[src/rtl/weight_fetch_sequencer.sv]
// Streams one layer's weight block from the 1-cycle-latency weight memory to the MAC datapath.
// Optional build macro WEIGHT_FETCH_MULTIPASS_EN adds num_passes for repeated passes over the block.
module weight_fetch_sequencer #(
  parameter int AWIDTH = 16,
  parameter int DWIDTH = 72,
  parameter int LWIDTH = 16
) (
  input  logic              clk,
  input  logic              rst,
  input  logic              start,
  input  logic [AWIDTH-1:0] base_addr,
  input  logic [LWIDTH-1:0] num_words,
`ifdef WEIGHT_FETCH_MULTIPASS_EN
  input  logic [7:0]        num_passes,
`endif
  output logic              busy,
  output logic              done,
  output logic              mem_read,
  output logic [AWIDTH-1:0] mem_addr,
  input  logic [DWIDTH-1:0] mem_dout,
  output logic              w_valid,
  input  logic              w_ready,
  output logic [DWIDTH-1:0] w_data,
  output logic              w_last
);

  typedef enum logic [1:0] {
    IDLE  = 2'd0,
    FETCH = 2'd1,
    DRAIN = 2'd2
  } state_t;

  localparam logic [LWIDTH:0]   CNT_ZERO = {(LWIDTH+1){1'b0}};
  localparam logic [LWIDTH:0]   CNT_ONE  = {{LWIDTH{1'b0}}, 1'b1};
  localparam logic [LWIDTH-1:0] LEN_ZERO = {LWIDTH{1'b0}};

  state_t            state_r;
  state_t            state_nxt_s;
  logic [AWIDTH-1:0] base_r;
  logic [LWIDTH-1:0] len_r;
  logic [LWIDTH:0]   len_ext_s;
  logic [LWIDTH:0]   idx_r;
  logic [LWIDTH:0]   pop_cnt_r;
  logic              inflight_r;
  logic              done_r;
  logic [1:0]        occ_r;
  logic [1:0]        wr_ptr_r;
  logic [1:0]        rd_ptr_r;
  logic [DWIDTH-1:0] fifo_r [3];
  logic              start_s;
  logic              mem_read_s;
  logic              pop_s;
  logic              w_last_s;
  logic              idx_wrap_s;
  logic              last_pass_issue_s;
  logic              last_pass_pop_s;

  function automatic logic [1:0] ptr_next(input logic [1:0] p);
    return (p == 2'd2) ? 2'd0 : p + 2'd1;
  endfunction

  assign len_ext_s  = {1'b0, len_r};
  assign start_s    = (state_r == IDLE) && start;
  // Issue decision uses registered state only, so w_ready never reaches the memory port.
  assign mem_read_s = (state_r == FETCH) && (idx_r < len_ext_s) &&
                      (({1'b0, occ_r} + {2'b00, inflight_r}) < 3'd3);
  assign pop_s      = (occ_r != 2'd0) && w_ready;
  assign w_last_s   = (occ_r != 2'd0) && (pop_cnt_r == len_ext_s - CNT_ONE);
  assign idx_wrap_s = (idx_r == len_ext_s - CNT_ONE) && !last_pass_issue_s;

`ifdef WEIGHT_FETCH_MULTIPASS_EN
  logic [7:0] passes_r;
  logic [7:0] iss_pass_r;
  logic [7:0] pop_pass_r;

  assign last_pass_issue_s = (iss_pass_r == passes_r - 8'd1);
  assign last_pass_pop_s   = (pop_pass_r == passes_r - 8'd1);

  // Pass bookkeeping: issue side and consume side advance independently.
  always_ff @(posedge clk) begin
    if (rst) begin
      passes_r   <= 8'd0;
      iss_pass_r <= 8'd0;
      pop_pass_r <= 8'd0;
    end else if (start_s) begin
      passes_r   <= (num_passes == 8'd0) ? 8'd1 : num_passes;
      iss_pass_r <= 8'd0;
      pop_pass_r <= 8'd0;
    end else begin
      if (mem_read_s && idx_wrap_s) begin
        iss_pass_r <= iss_pass_r + 8'd1;
      end
      if (pop_s && w_last_s) begin
        pop_pass_r <= pop_pass_r + 8'd1;
      end
    end
  end
`else
  assign last_pass_issue_s = 1'b1;
  assign last_pass_pop_s   = 1'b1;
`endif

  // State register.
  always_ff @(posedge clk) begin
    if (rst) begin
      state_r <= IDLE;
    end else begin
      state_r <= state_nxt_s;
    end
  end

  // Next-state decode.
  always_comb begin
    state_nxt_s = state_r;
    case (state_r)
      IDLE: begin
        if (start_s && (num_words != LEN_ZERO)) begin
          state_nxt_s = FETCH;
        end else begin
          state_nxt_s = IDLE;
        end
      end
      FETCH: begin
        if (idx_r == len_ext_s) begin
          state_nxt_s = DRAIN;
        end else begin
          state_nxt_s = FETCH;
        end
      end
      DRAIN: begin
        if (pop_s && w_last_s && last_pass_pop_s) begin
          state_nxt_s = IDLE;
        end else begin
          state_nxt_s = DRAIN;
        end
      end
      default: state_nxt_s = IDLE;
    endcase
  end

  // Command latch, issue/pop counters, in-flight flag and done pulse.
  always_ff @(posedge clk) begin
    if (rst) begin
      base_r     <= {AWIDTH{1'b0}};
      len_r      <= LEN_ZERO;
      idx_r      <= CNT_ZERO;
      pop_cnt_r  <= CNT_ZERO;
      inflight_r <= 1'b0;
      done_r     <= 1'b0;
    end else begin
      done_r     <= 1'b0;
      inflight_r <= mem_read_s;
      if (start_s) begin
        base_r    <= base_addr;
        len_r     <= num_words;
        idx_r     <= CNT_ZERO;
        pop_cnt_r <= CNT_ZERO;
        done_r    <= (num_words == LEN_ZERO);
      end else begin
        if (mem_read_s) begin
          idx_r <= idx_wrap_s ? CNT_ZERO : idx_r + CNT_ONE;
        end
        if (pop_s) begin
          if (w_last_s) begin
            pop_cnt_r <= CNT_ZERO;
            done_r    <= last_pass_pop_s;
          end else begin
            pop_cnt_r <= pop_cnt_r + CNT_ONE;
          end
        end
      end
    end
  end

  // Three-entry output buffer; the in-flight flag is the push strobe.
  always_ff @(posedge clk) begin
    if (rst) begin
      occ_r    <= 2'd0;
      wr_ptr_r <= 2'd0;
      rd_ptr_r <= 2'd0;
      for (int i = 0; i < 3; i++) begin
        fifo_r[i] <= {DWIDTH{1'b0}};
      end
    end else begin
      if (inflight_r) begin
        fifo_r[wr_ptr_r] <= mem_dout;
        wr_ptr_r         <= ptr_next(wr_ptr_r);
      end
      if (pop_s) begin
        rd_ptr_r <= ptr_next(rd_ptr_r);
      end
      case ({inflight_r, pop_s})
        2'b10:   occ_r <= occ_r + 2'd1;
        2'b01:   occ_r <= occ_r - 2'd1;
        default: occ_r <= occ_r;
      endcase
    end
  end

  assign busy     = (state_r != IDLE);
  assign done     = done_r;
  assign mem_read = mem_read_s;
  assign mem_addr = base_r + AWIDTH'(idx_r);
  assign w_valid  = (occ_r != 2'd0);
  assign w_data   = fifo_r[rd_ptr_r];
  assign w_last   = w_last_s;

endmodule

[config.mk]
export PLATFORM = sky130hd
export DESIGN_NAME = weight_fetch_sequencer
export DESIGN_NICKNAME = d
export VERILOG_FILES = /design/src/rtl/weight_fetch_sequencer.sv
export SDC_FILE = /design/constraint.sdc
export NUM_CORES = 1
export LEC_CHECK = 0
export ABC_AREA = 1
export CAP_MARGIN = 40
export CORE_MARGIN = 2
export CORE_UTILIZATION = 35
export DETAILED_ROUTE_END_ITERATION = 12
export HOLD_SLACK_MARGIN = 0.03
export PLACE_DENSITY_LB_ADDON = 0.12
export SLEW_MARGIN = 20
export SYNTH_ARGS = -nofsm -noshare
export SYNTH_HDL_FRONTEND = slang
export SYNTH_SLANG_ARGS = --single-unit
export TNS_END_PERCENT = 20
[constraint.sdc]
create_clock -name clk -period 8.55 [get_ports clk]
set_clock_uncertainty 0.15 [all_clocks]
set_input_delay 0.855 -clock clk [delete_from_list [all_inputs] [get_ports clk]]
set_output_delay 0.855 -clock clk [all_outputs]
set_load 0.05 [all_outputs]
# ---- Yosys cells after proc, flatten, opt, wreduce, memory -nomap -nowiden
# Memory sizes are Yosys's and may differ from the RTL's. A register that Yosys moved wholly into a read port is not among the register bits.
# Cells that the tools add are included.
dict set report classes {
  eq_ne 8
  n_reduce_logical 15
  n_lt_le_gt_ge 2
  n_addsub 9
  mux 21
}
# op count
set op_table {}
lappend op_table {{2-to-1 mux 72 bit} 1}
lappend op_table {{OR reduction 72 bit} 1}
lappend op_table {{adder 17 x 1 -> 17 bit (second input constant)} 2}
lappend op_table {{== test 17 x 16 -> 1 bit} 1}
lappend op_table {{== test 17 bit} 1}
lappend op_table {{less-than comparator 17 x 16 -> 1 bit} 1}
lappend op_table {{2-to-1 mux 17 bit} 1}
lappend op_table {{subtractor 16 x 1 -> 17 bit (second input constant)} 1}
lappend op_table {{adder 16 bit} 1}
lappend op_table {{zero test 16 bit} 1}
lappend op_table {{nonzero test 16 bit} 1}
lappend op_table {{2-to-1 mux 2 bit} 7}
lappend op_table {{2-to-1 mux 1 bit} 10}
lappend op_table {{== test 2 bit (second input constant)} 4}
lappend op_table {{logical AND 1 bit} 7}
lappend op_table {{adder 2 x 1 -> 2 bit (second input constant)} 3}
lappend op_table {{case mux 2 bit (3 select lines)} 1}
lappend op_table {{nonzero test 2 bit} 3}
lappend op_table {{== test 2 x 1 -> 1 bit (second input constant)} 2}
lappend op_table {{case mux 2 bit (2 select lines)} 1}
lappend op_table {{adder 2 x 1 -> 3 bit} 1}
lappend op_table {{less-than comparator 3 x 2 -> 1 bit (second input constant)} 1}
lappend op_table {{zero test 2 bit} 1}
lappend op_table {{OR reduction 2 bit} 1}
lappend op_table {{subtractor 2 x 1 -> 2 bit (second input constant)} 1}
dict set report totals {
  ram_bits 216
  output_inout_bits 93
  memories 1
  input_bits 108
  regBits 76
  wordCells 66
}
# name words width rd rd_clocked_by_memory_dff write_ports line_no
set memory_table {}
lappend memory_table {fifo_r 3 72 1 1 3 49} ;# logic [DWIDTH-1:0] fifo_r [3];

# ---- Logic depth before layout (Yosys ltp)
# Gate-level depths: netlist of run 1.
dict set report depth {
  ltp_word 6
  mapped_depth 15
  depth_no_buf 14
}

# ---- Worst setup path before layout of run 1
# No wires, ideal clock.
dict set report synth_timing {
  path_type {input -> register}
  from {in rst}
  to {mem fifo_r[3][0], enable pin}
  path_buffers 1
  required_ns 7.720
  cell_stages 2
  arrival_ns 8.004
  path_slack_ns -0.284
  setup_ns 0.680
  path_cell_list {buf_2 nor4_1}
}
# item line_no
set synth_lines {}
lappend synth_lines {{start, declared} 9} ;# input logic rst,
lappend synth_lines {{end, declared} 49}

==> flow_summary.toml, run 1 <==
[route]
wl_per_cell_um = 17.16
ant_nets = 0
viasPerCell = 4.902
vias = 12640
drt_first_pass_iters = 5
wl_um = 44230
drtIter0Drc = 750
drc = 0

[setup_path]
reg2reg_slack_ns = 5.35
criticalPathCategory = "reg -> out"
path_cells = "inv_4 > buf_4 > buf_12 > o21ai_0 > o22ai_1 > clkdlybuf4s50_1"
cp.required_ns = 7.55
cpPeakStageDelay_ns = 0.88
crit_family = "buffers and inverters"
end_kind = "primary output"
critPathLaunchType = "flop"
slowest_stage = "clkdlybuf4s50_1"
cp.arrival_ns = 3.72
crit_buf_inv = 4
worst-path-max-fanout = 55

[pwr]
p_clk_frac = 0.356
p_int_uw = 3295
power_switching_uw = 1474
share_seq_of_total_power = 0.424
powerDensity_mw_per_mm2 = 228.1
finalPower_uw = 4770
p_comb_frac = 0.220
vdd_drop_max_mv = 0.1062
p_leak_uw = 0.008227
switching_share = 0.3091

[cells_and_area]
drive_above_1_share = 0.05657
fillers = 4556
final_area_sq_mm = 0.02091
syn2layout_area_growth_pct = 24.67
fin_nets = 2076

[synthesis]
ys.flop_type = "edfxtp_1"
synthSimpleGateAreaFrac = 0.1713
synth_top_family_by_area = "simple AND/OR/NAND/NOR gates"
avgSynthCellArea_sq_um = 9.596
yosys.area.top_type_share = 0.5156
async_reset_ff_frac = 0
muxShareOfSynthArea = 0
synth_cells = 1748
synth_compound_area_frac = 0.1102
syn-cell-area_sq_mm = 0.01677
synth_xor_area_frac = 0.02245
ys_seq_area_frac = 0.6087
yosys_warnings = 0
netlist_top_cells_area = "edfxtp_1 (52%), nor2_1 (10%), dfxtp_1 (9.3%), o21ai_0 (5.8%), inv_1 (3.8%)"
synth-adder-area-share = 0.02879
synth_top_area_cell = "edfxtp_1"
synth_cell_type_count = 39
synth.top_cells.by_count = "nor2_1 (456), edfxtp_1 (288), o21ai_0 (195)"
syn_nets = 1894
synth_edf_count = 288
synth_seq_cells = 366
synthMostInstantiatedCell = "nor2_1"

[die]
die_x_um = 222.9
rows = 80
die_area_sq_mm = 0.04969
core_sq_mm = 0.04755
die_y_um = 222.9
start_util = 0.3528
ioPinCount = 201

[clock_tree]
tritoncts = "done"
ctsResizeCount = 0
cts-root-buf = "clkbuf_16"
hold_buffers = 0
postCtsSetupBuffers = 0
cts.htree.levels = 2
insertion_delay_ns = 0.56
clkSinkCount = 366
cts_max_path_buffers = 3
clk_pin_slew_ns = 0.06
cts_buffers = 42

[global_route]
grt_pass1_wl_um = 69700
grt_max_degree = 74
antenna_found_initial = 0
grt_util_all_layers = 0.1789
grt_pass1_vias = 12810
grt_overflow = 0

[sta]
setup_viol = 0
maxSlewHeadroom = 0.5513
min_period_over_period = 0.5525
tightest_slew_ns = 0.6713
rsz0062_at_grt = "no"
hold_violations = 0
final.setup.tns_ns = 0
report.final.slew_viol_count = 0
period_needed_ns = 4.724
fmax_mhz = 211.7

[placed_design]
gp_congestion = 0.7742
place_area_sq_mm = 0.01960
io_buffers = 200
post-dp-hpwl_um = 28010

[min_path]
hp-class = "reg -> reg"

[outcome]
status = "complete, no violations"

[job]
maxCapViolations = 0
-- path summary, 6_finish.rpt --
kind / startpoint / end / cells after the start
worst max register to register: inflight_r / fifo_r[2][42] / 7
worst min register to register: base_r[14] / base_r[14] / 2
worst min-delay path: base_r[14] / base_r[14] / 2
worst max-delay path: flop / w_data[71] / 6
-- sequential cells by signal (all words and copies together), names as in the netlist, 2 cells and up, named ones only --
register / flops
state_r: 2
rd_ptr_r: 2
occ_r: 2
fifo_r: 288
pop_cnt_r: 17
wr_ptr_r: 2
len_r: 16
base_r: 16
idx_r: 17
-- worst min-delay path, stage by stage, from the launching register on --
cell and delay (ns):
dfxtp_1 0.33, nor2_1 0.05, nor2_1 0.08
-- power by group through the flow --
stage | combinational, uW | sequential, uW | clock, uW
4_1_cts | 1060 | 2020 | 1750
3_3_place_gp | 1040 | 2060 | 0
3_5_place_dp | 1050 | 2060 | 0
5_1_grt | 1120 | 2030 | 1820
6_report | 1050 | 2020 | 1700
2_1_floorplan | 677 | 2050 | 0
-- cells in the final DEF, fill, tap and decap left out, types with 11 or more instances in the layout --
master	count
a21oi_1	65
buf_4	15
clkbuf_1	12
clkbuf_16	42
clkdlybuf4s50_1	200
clkinv_1	11
dfxtp_1	76
edfxtp_1	288
ha_1	37
inv_1	168
nand2_1	142
nand3_1	36
nand4_1	13
nor2_1	456
nor3_1	12
o21ai_0	195
o22ai_1	72
xnor2_1	15
xor2_1	28
-- final cells by class --
cell class / instances / area [sq um] / area share
Clock inverter: 21 / 168.9 / 0.008078
Clock buffer: 55 / 1110 / 0.05307
Timing Repair Buffer: 224 / 2332 / 0.1115
Sequential cell: 366 / 10210 / 0.4885
Tap cell: 615 / 769.5 / 0.03680
Antenna cell: 1 / 2.502 / 0.0001197
Multi-Input combinational cell: 1124 / 5665 / 0.2709
Inverter: 172 / 648.1 / 0.03099
-- stage by stage --
stage	instances	util	worst slack (ns)	hold slack [ns]
5_1_grt	2577	0.4398	3.509	0.3665
3_5_place_dp	2500	0.4123	4.211	0.3335
6_report	2578	0.4398	3.826	0.3399
4_1_cts	2576	0.4392	3.711	0.3469
3_3_place_gp	2492	0.4081	3.902	0.3279
2_1_floorplan	1748	-	2.832	0.3073
-- layer usage --
metal  share of wire  vias up  routed length (um)  GRT usage
met5               0        -                   0          0
li1                -     6287                   -          -
met3           0.042       56                1862    0.03213
met2            0.49      249               21580     0.3121
met4           0.021        0                 926    0.04785
met1            0.45     6045               19860     0.2285
-- cell families after synthesis --
logic type,after synthesis
AO/OA/AOI/OAI,346
adder cells (fa/ha/maj),38
AND/OR/NAND/NOR,697
XOR/XNOR,43
flip-flops,366
buffers and inverters,258
(Power assumes the default switching activity.)
==> inputs of run 2 (changes only) <==
==> constraint.sdc (replaced) <==
create_clock -name clk -period 4.1 [get_ports clk]
set_clock_uncertainty 0.15 [all_clocks]
set_input_delay 0.41 -clock clk [delete_from_list [all_inputs] [get_ports clk]]
set_output_delay 0.41 -clock clk [all_outputs]
set_load 0.05 [all_outputs]
==> run 2 against run 1 <==
First-iteration DRC count is 17% lower. Wire length is 3.3% higher. Utilization is 0.19 points higher. Largest power group unchanged. Clock-buffer cell count is 4 higher.
==> flow_summary.toml, run 2 (synthesis results as in run 1) <==
[cells_and_area]
fin_nets = 2081
largest_reg_flops = 288
drive_above_1_share = 0.05891
regMostFlops = "fifo_r"
mostFrequentLayoutCells = "nor2_1 (456), edfxtp_1 (288), clkdlybuf4s50_1 (197)"
final_common_cell = "nor2_1"
final_area_sq_mm = 0.02100
syn2layout_area_growth_pct = 25.21
antenna_cells = 0
largestRegisters = "fifo_r x288, idx_r x17, pop_cnt_r x17"

[clock_tree]
postCtsSetupBuffers = 0
cts_max_path_buffers = 3
clk_pin_slew_ns = 0.06
hold_buffers = 0
tritoncts = "done"
clkSinkCount = 366
insertion_delay_ns = 0.56
cts.htree.levels = 2
cts_buffers = 43
cts-root-buf = "clkbuf_16"

[placed_design]
post-dp-hpwl_um = 27790
gp_congestion = 0.8001
io_buffers = 200
place_area_sq_mm = 0.01967

[global_route]
grt_util_all_layers = 0.1834
grt_pass1_wl_um = 71010
grt_overflow = 0
antenna_found_initial = 0
grt_max_degree = 145
grt_pass1_vias = 12740

[route]
ant_nets = 0
viasPerCell = 4.935
vias = 12750
drt_first_pass_iters = 5
drtIter0Drc = 621
drc = 0
wl_per_cell_um = 17.68
wl_um = 45690

[setup_path]
criticalPathCategory = "reg -> out"
cpPeakStageDelay_ns = 0.83
worst-path-max-fanout = 5
crit_buf_inv = 2
cp.required_ns = 3.54
critPathLaunchType = "flop"
path_cells = "ha_1 > inv_1 > fa_1 > o21ai_1 > a21boi_1 > o21ai_0 > xor2_1 > clkdlybuf4s50_1"
cp.arrival_ns = 3.30
reg2reg_slack_ns = 1.38
end_kind = "primary output"
crit_family = "buffers and inverters"
slowest_stage = "clkdlybuf4s50_1"

[sta]
hold_ws_ns = 0.2816
report.final.slew_viol_count = 0
rsz0062_at_grt = "no"
fmax_mhz = 258.9
maxSlewHeadroom = 0.5141
final.setup.tns_ns = 0
hold_violations = 0
tightest_slew_ns = 0.7261
min_period_over_period = 0.9419
setup_viol = 0
period_needed_ns = 3.862

[pwr]
power_switching_uw = 3103
p_clk_frac = 0.363
switching_share = 0.3080
p_leak_uw = 0.008286
p_comb_frac = 0.220
vdd_drop_max_mv = 0.2574
powerDensity_mw_per_mm2 = 479.7
share_seq_of_total_power = 0.417
p_int_uw = 6972

[die]
die_y_um = 222.9
die_x_um = 222.9
rows = 80
start_util = 0.3528
core_sq_mm = 0.04755
die_area_sq_mm = 0.04969
ioPinCount = 201

[min_path]
hp-class = "in -> reg"

[outcome]
status = "complete, no violations"

[job]
maxCapViolations = 0
-- run 2: cell count changes in the layout (fill, tap and decap cells not counted), sizes merged --
cell,delta
buf,+4
clkbuf,+4
clkdlybuf4s50,-3
clkinv,-2
clkinvlp,+1
diode,-1
dlygate4sd2,+2
dlymetal6s2s,+1
-- run 2: worst register-to-register path: cells and delay by family, from the launching register on --
family          cells  cell delay (ns)
simple gates        7             0.79
fa+ha+maj           1             0.34
flops               1             0.42
buf+inv             3             0.72
compound gates      2             0.16
-- run 2: repair_timing --
action | 4_1_cts | 5_1_grt
pin swaps | 0 | 0
resized for setup | 2 | 2
gates cloned | 0 | 0
setup endpoints to repair | 2 | 4
-- run 2: area by class of cell --
type | instances | area (sq um)
clock inverters | 20 | 153.9
repair buffers | 228 | 2382
clock buffers | 59 | 1177
inverters | 172 | 648.1
flip-flops and latches | 366 | 10210
multi-input cells | 1124 | 5657
fillers | 4626 | 26540
well taps | 615 | 769.5
-- run 2: final timing paths --
check | from | endpoint | cells after the start
setup / recovery | idx_r[0] | mem_addr[14] | 8
hold / removal | mem_dout[15] | fifo_r[3][15] | 1
setup reg to reg | len_r[4] | idx_r[10] | 13
hold reg to reg | rd_ptr_r[1] | flop | 2
-- run 2: per-stage QoR --
stage,total power [uW],setup slack [ns],util,std cells
floorplan,5681,0.5285,-,1748
global placement,6521,0.6105,0.4123,2502
detailed placement,6532,0.5970,0.4137,2505
CTS,10220,0.1013,0.4417,2584
global route,10500,0.009789,0.4417,2584
finish,10080,0.2381,0.4417,2584
-- run 2: power groups by stage --
stage | Sequential, uW | Clock [uW] | Combinational (uW)
CTS | 4200 | 3760 | 2260
global route | 4220 | 3910 | 2380
floorplan | 4270 | 0 | 1410
finish | 4200 | 3650 | 2220
global placement | 4280 | 0 | 2240
detailed placement | 4280 | 0 | 2250
-- run 2: layer usage --
| layer | GRT usage | part of all wire | vias up |
|---|---|---|---|
| met3 | 0.03029 | 0.043 | 61 |
| met4 | 0.04481 | 0.019 | 0 |
| li1 | - | - | 6299 |
| met1 | 0.2359 | 0.44 | 6124 |
| met2 | 0.3221 | 0.50 | 268 |
| met5 | 0 | 0 | - |
==> inputs of run 3 (changes only) <==
--- a/config.mk
+++ b/config.mk
@@ -6,6 +6,7 @@
 export NUM_CORES = 1
 export LEC_CHECK = 0
 export ABC_AREA = 1
+export ABC_CLOCK_PERIOD_IN_PS = 4100
 export CAP_MARGIN = 40
 export CORE_MARGIN = 2
 export CORE_UTILIZATION = 35
==> results of run 3 <==
No change in the layout: final DEF, timing and power equal those of run 2.
